### src/rtl/fft_sched_pkg.sv
// Shared types and constants for the radix-2 FFT stage scheduler.
package fft_sched_pkg;

    typedef enum logic [1:0] {
        S_IDLE  = 2'd0,
        S_ISSUE = 2'd1,
        S_GAP   = 2'd2,
        S_FLUSH = 2'd3
    } sched_state_e;

    localparam int PAIR_LEN   = 2;
    localparam int BRIDGE_LAT = 3;

endpackage

### src/rtl/fft_bf_addr_gen.sv
// Butterfly operand addresses and twiddle index for butterfly j of stage s.
module fft_bf_addr_gen #(
    parameter int FFT_N = 10
) (
    input  logic [$clog2(FFT_N)-1:0] i_s,
    input  logic [FFT_N-2:0]         i_j,
    output logic [FFT_N-1:0]         o_addr_a,
    output logic [FFT_N-1:0]         o_addr_b,
    output logic [FFT_N-2:0]         o_ta
);

    localparam int SW = $clog2(FFT_N);

    logic [FFT_N-1:0] w_j_ext;
    logic [FFT_N-1:0] w_half;
    logic [FFT_N-1:0] w_mask_lo;
    logic [FFT_N-2:0] w_k;
    logic [SW-1:0]    w_shift;

    // NOTE: every output of this block is assigned on every path, so no latch can be inferred.
    always_comb begin
        w_j_ext   = {1'b0, i_j};
        w_half    = FFT_N'(1) << i_s;
        w_mask_lo = w_half - 1'b1;
        w_k       = i_j & w_mask_lo[FFT_N-2:0];
        w_shift   = SW'(FFT_N - 1) - i_s;
        // Group index g sits above bit s; inserting a zero at bit s yields g*2*half + k.
        o_addr_a  = ((w_j_ext & ~w_mask_lo) << 1) | (w_j_ext & w_mask_lo);
        o_addr_b  = o_addr_a | w_half;
        o_ta      = w_k << w_shift;
    end

endmodule

### src/rtl/fft_stage_scheduler.sv
// Walks all stages/butterflies of the FFT, drives twiddle requests and emits
// butterfly addresses delayed to line up with the bridge's twiddle output.
module fft_stage_scheduler
    import fft_sched_pkg::*;
#(
    parameter int FFT_N   = 10,
    parameter int GAP_CYC = 4
) (
    input  logic                     clk,
    input  logic                     reset_n,
    input  logic                     start,
    input  logic                     ifft_in,
    input  logic                     hold,
    output logic                     busy,
    output logic                     done,
    output logic                     tact_rom,
    output logic [FFT_N-2:0]         ta_rom,
    output logic                     evenOdd,
    output logic                     ifft,
    output logic [$clog2(FFT_N)-1:0] stage,
    output logic                     bf_valid,
    output logic [FFT_N-1:0]         addr_a,
    output logic [FFT_N-1:0]         addr_b
);

    localparam int SW = $clog2(FFT_N);
    localparam int JW = FFT_N - 1;
    localparam int CW = $clog2(GAP_CYC + BRIDGE_LAT) + 1;

    localparam logic [JW-1:0] J_LAST     = '1;
    localparam logic [SW-1:0] S_LAST     = SW'(FFT_N - 1);
    localparam logic [CW-1:0] GAP_LAST   = CW'(GAP_CYC - 1);
    localparam logic [CW-1:0] FLUSH_DONE = CW'(BRIDGE_LAT - 2);
    localparam logic [CW-1:0] FLUSH_LAST = CW'(BRIDGE_LAT - 1);

    sched_state_e  r_state;
    logic [SW-1:0] r_s;
    logic [JW-1:0] r_j;
    logic [CW-1:0] r_cnt;
    logic          r_tact;
    logic          r_eo;
    logic          r_busy;
    logic          r_done;
    logic          r_ifft;

    logic             r_pv [BRIDGE_LAT];
    logic [FFT_N-1:0] r_pa [BRIDGE_LAT];
    logic [FFT_N-1:0] r_pb [BRIDGE_LAT];
    logic [SW-1:0]    r_ps [BRIDGE_LAT];

    logic [FFT_N-1:0] w_addr_a;
    logic [FFT_N-1:0] w_addr_b;
    logic [JW-1:0]    w_ta;

    fft_bf_addr_gen #(.FFT_N(FFT_N)) u_addr_gen (
        .i_s      (r_s),
        .i_j      (r_j),
        .o_addr_a (w_addr_a),
        .o_addr_b (w_addr_b),
        .o_ta     (w_ta)
    );

    // NOTE: sequential state uses non-blocking assignments so every register samples pre-edge values.
    always_ff @(posedge clk or negedge reset_n) begin
        if (!reset_n) begin
            r_state <= S_IDLE;
            r_s     <= '0;
            r_j     <= '0;
            r_cnt   <= '0;
            r_tact  <= 1'b0;
            r_eo    <= 1'b0;
            r_busy  <= 1'b0;
            r_done  <= 1'b0;
            r_ifft  <= 1'b0;
        end else begin
            r_done <= 1'b0;
            case (r_state)
                S_IDLE: begin
                    if (start) begin
                        r_ifft  <= ifft_in;
                        r_s     <= '0;
                        r_j     <= '0;
                        r_busy  <= 1'b1;
                        r_tact  <= !hold;
                        r_eo    <= 1'b0;
                        r_state <= S_ISSUE;
                    end
                end
                S_ISSUE: begin
                    if (r_tact && !r_eo) begin
                        r_eo <= 1'b1;
                    end else if (r_tact) begin
                        r_eo <= 1'b0;
                        if (r_j == J_LAST) begin
                            r_tact  <= 1'b0;
                            r_cnt   <= '0;
                            r_state <= (r_s == S_LAST) ? S_FLUSH : S_GAP;
                        end else begin
                            r_j    <= r_j + 1'b1;
                            r_tact <= !hold;
                        end
                    end else begin
                        // Held even slot: retry, sampling hold again.
                        r_tact <= !hold;
                    end
                end
                S_GAP: begin
                    if (r_cnt == GAP_LAST) begin
                        r_s     <= r_s + 1'b1;
                        r_j     <= '0;
                        r_tact  <= !hold;
                        r_eo    <= 1'b0;
                        r_state <= S_ISSUE;
                    end else begin
                        r_cnt <= r_cnt + 1'b1;
                    end
                end
                S_FLUSH: begin
                    r_cnt <= r_cnt + 1'b1;
                    if (r_cnt == FLUSH_DONE) begin
                        r_done <= 1'b1;
                        r_busy <= 1'b0;
                    end
                    if (r_cnt == FLUSH_LAST) begin
                        r_state <= S_IDLE;
                    end
                end
                default: r_state <= S_IDLE;
            endcase
        end
    end

    // NOTE: the delay line is reset (not left as uninitialised storage) so no stale bf_valid survives a reset.
    always_ff @(posedge clk or negedge reset_n) begin
        if (!reset_n) begin
            for (int i = 0; i < BRIDGE_LAT; i++) begin
                r_pv[i] <= 1'b0;
                r_pa[i] <= '0;
                r_pb[i] <= '0;
                r_ps[i] <= '0;
            end
        end else begin
            r_pv[0] <= r_tact && !r_eo;
            r_pa[0] <= w_addr_a;
            r_pb[0] <= w_addr_b;
            r_ps[0] <= r_s;
            for (int i = 1; i < BRIDGE_LAT; i++) begin
                r_pv[i] <= r_pv[i-1];
                r_pa[i] <= r_pa[i-1];
                r_pb[i] <= r_pb[i-1];
                r_ps[i] <= r_ps[i-1];
            end
        end
    end

    assign busy     = r_busy;
    assign done     = r_done;
    assign tact_rom = r_tact;
    assign evenOdd  = r_eo;
    assign ta_rom   = r_tact ? w_ta : '0;
    assign ifft     = r_ifft;
    assign bf_valid = r_pv[BRIDGE_LAT-1];
    assign addr_a   = r_pa[BRIDGE_LAT-1];
    assign addr_b   = r_pb[BRIDGE_LAT-1];
    assign stage    = r_ps[BRIDGE_LAT-1];

endmodule

### config.mk
export PLATFORM = sky130hd
export DESIGN_NAME = fft_stage_scheduler
export DESIGN_NICKNAME = d
export VERILOG_FILES = /design/src/rtl/fft_sched_pkg.sv /design/src/rtl/fft_bf_addr_gen.sv /design/src/rtl/fft_stage_scheduler.sv
export SDC_FILE = /design/constraint.sdc
export NUM_CORES = 1
export LEC_CHECK = 0
export CAP_MARGIN = 5
export CORE_MARGIN = 1.5
export CORE_UTILIZATION = 40
export DETAILED_ROUTE_END_ITERATION = 10
export PLACE_DENSITY = 0.58
export SLEW_MARGIN = 0
export SYNTH_ARGS = -nofsm -noshare
export SYNTH_HDL_FRONTEND = slang
export SYNTH_HIERARCHICAL = 1
export SYNTH_SLANG_ARGS = --single-unit
### constraint.sdc
create_clock -name clk -period 5 [get_ports clk]
set_input_delay 0.5 -clock clk [delete_from_list [all_inputs] [get_ports clk]]
set_output_delay 0.5 -clock clk [all_outputs]
set_load 0.005 [all_outputs]
==> key figures <==
Run
  – Max-Cap Viols: 0

Final layout
  – Nets: 426
  – Share of layout cells above drive strength 1: 9.832%
  – Final cell count without fillers: 553
  – Area delta synth->final: 13.24%
  – Fillers: 998
  – Antenna diode count: 0

Synth
  – EDFF count, synth: 0
  – Avg Cell Area, Syn: 11.05 um^2
  – Ys flop type: dfrtp_1
  – Synth top area cells: dfrtp_1 57%, buf_4 4.5%, nand2_1 3.8%
  – Synthesized area: 0.004367 mm^2
  – Distinct cells, synth: 64
  – Net count after synthesis: 409
  – Synth warnings: 6
  – Post-synth top cells: 99 x dfrtp_1, 44 x nand2_1, 26 x buf_4
  – Cells after Synth: 395
  – Yosys top cell area share: 56.73%
  – Synth Register Bits: 99
  – Post-synthesis async set-or-reset flop share: 100.0%
  – Area leader, netlist: dfrtp_1
  – Seq/Total Area, Yosys: 56.73%
  – Most common cell in the netlist: dfrtp_1

Setup path
  – CP Max Fanout: 15
  – Critical path class: flip-flop to output pin
  – Reg2reg path depth: 8
  – Buf/Inv on CP: 4
  – Startpoint Class: flip-flop
  – Setup crit end kind: output pin
  – FF-to-FF setup slack: 2260 ps
  – CP required: 4500 ps
  – Critical-path top delay cell: dfrtp_1
  – CP Cell Sequence: buf_4 > nor4_2 > inv_2 > ha_1 > inv_1 > or4_1 > a311oi_1 > o21a_1 > and2_1 > clkdlybuf4s50_1
  – Reg2Reg Launch Point: r_s[3]
  – Slowest Stage Delay on Critical Path: 600 ps
  – CP arrival: 3830 ps
  – CP delay by family, top: buffers and inverters
  – R2R Path End: r_pb[25]

Global route
  – M1 GR Usage: 22.48%
  – Initial antenna violation count: 0
  – Remaining global-route overflow: 0
  – Vias in the first global route: 2745
  – Gr usage total: 15.75%
  – First-pass GRT wire length: 14080 um
  – Routing usage on met3: 3.390%
  – Pin count of the biggest net entering global routing: 60
  – GRT Max-Usage Layer: met2
  – Met2 Use GR: 23.98%

Placed design
  – DP Cell Count: 537
  – RePlAce Congestion: 0.8360
  – # port buffers: 43
  – Post-DP HPWL: 5576 um

CTS
  – Clock transition at path regs: 110 ps
  – Clk_lat worst skew: 360 ps
  – CTS Sinks: 99
  – Post-cts repair resize count: 0
  – Num CTS Buffers: 9
  – TritonCTS clock tree: built
  – CTS Hold Buffers Added: 0
  – Clock buffer depth: 2
  – Setup Fix Bufs, Post-CTS: 0
  – CTS root buffer: clkbuf_8
  – Number of H-tree levels: 3

Power and ir drop
  – Seq pwr share: 50.3%
  – PwrDens: 510.0 mW/mm^2
  – Clk pwr share: 23.1%
  – Sw Ratio: 30.47%
  – Sw Pwr: 0.0007685 W
  – Maximum resistive drop on vdd: 0.2522 mV
  – Int Pwr: 0.001753 W
  – LEAKAGE: 2.140 nW
  – Combinational fraction of design power: 26.5%

Timing
  – Max-slew headroom: 49.23%
  – Pins over their slew limit: 0
  – TNS Setup: 0 ps
  – Fmax achieved: 231.2 MHz
  – Layout Skew: 19.41 ps
  – Final setup viols: 0
  – Min Tclk post-route: 4326 ps
  – Worst slew pin tran: 761.5 ps
  – Hold Vio Cnt, Final: 0
  – Crit share post-route: 86.52%
  – RSZ-0062 raised after global routing: no

Floorplan
  – IO Pins: 44
  – Die Wd: 107.5 um
  – Die Y: 107.5 um
  – # rows: 37
  – Full die area: 0.01155 mm^2
  – Initial Utilization: 41.74%
  – Core ar.: 0.01046 mm^2

Route
  – Vias per cell: 5.222
  – Remaining DRCs: 0
  – TritonRoute pass-1 iters: 5
  – Wire per inst: 15.05 um
  – DRT antenna net count: 0
  – First-iteration detailed-routing DRC count: 249
  – Routed WL: 8322 um
  – Vias: 2888

Outcome
  – Status: finished, final reports clean

Min path
  – HP Class: primary input to async pin
cell families after synthesis:
kind of cell	Yosys count	share of synthesized area, %
DFF	99	56.73
adders and majority gates	9	2.579
muxes	5	1.175
buffers and inverters	58	8.023
xor gates and xnor gates	13	2.607
AOI/OAI and AO/OA	90	14.41
and+or+nand+nor	121	14.47
stage by stage:
stage / instance area, um^2 / util (%) / total power, W / hold WS, ps / worst slack, ps
final: 4945 / 47.26 / 0.002522 / 87.74 / 673.9
after global routing: 4945 / 47.26 / 0.002689 / 119.5 / 432.5
after CTS: 4945 / 47.26 / 0.002552 / 102.6 / 722.5
after detailed placement: 4712 / 45.04 / 0.001958 / 334.7 / 1151
after global placement: 4712 / 45.04 / 0.001950 / 332.3 / 1164
after floorplan: 4367 / - / 0.001707 / 204.4 / 1979
cell usage in the layout (no fill, tap or decap), types with 9 or more instances in the layout:
cell type | Yosys | final
dfrtp_1 | 99 | 99
nand2_1 | 44 | 44
clkdlybuf4s50_1 | 0 | 42
nor2_1 | 18 | 18
o21ai_1 | 18 | 18
a21oi_1 | 14 | 14
inv_1 | 13 | 13
nand3_1 | 13 | 13
and2_1 | 10 | 10
xnor2_1 | 10 | 10
clkbuf_8 | 0 | 10
ha_1 | 9 | 9
power groups by stage:
stage	registers, W	clock network, W	logic, W
6_report	0.00127	0.000583	0.000669
3_5_place_dp	0.00129	0	0.000667
5_1_grt	0.00131	0.000641	0.000736
3_3_place_gp	0.00128	0	0.000669
2_1_floorplan	0.00123	0	0.000481
4_1_cts	0.00127	0.000607	0.000671
layer usage:
metal	vias to the layer above	part of all wire (%)
li1	1376	-
met3	13	4.3
met1	1422	48
met5	-	0
met2	77	46
met4	0	1.4
state kept, by name, summed over array words and instances, names as in the netlist:
register / flops
r_pa: 20
r_pb: 20
addr_a: 10
addr_b: 10
r_j: 9
r_ps: 8
r_cnt: 4
r_s: 4
stage: 4
r_pv: 2
r_state: 2
bf_valid: 1
busy: 1
done: 1
evenOdd: 1
ifft: 1
tact_rom: 1
how the worst max path moves through the flow:
stage / depth (start not counted) / end / from
global route: 9 / ta_rom[7] / r_s[3]
CTS: 9 / ta_rom[7] / r_s[3]
finish: 10 / ta_rom[7] / r_s[2]
global placement: 9 / ta_rom[7] / r_s[3]
floorplan: 12 / ta_rom[6] / r_s[1]
detailed placement: 9 / ta_rom[7] / r_s[3]
area by class of cell:
cell class	count	area, um^2	area share, %
flip-flops and latches	99	2477	50.10
inverters	16	60.06	1.215
well taps	136	170.2	3.441
clock inverters	6	95.09	1.923
clock buffers	10	137.6	2.783
multi-input cells	238	1539	31.12
repair buffers	48	465.4	9.413
No activity file was read; power rests on OpenSTA's default activity.
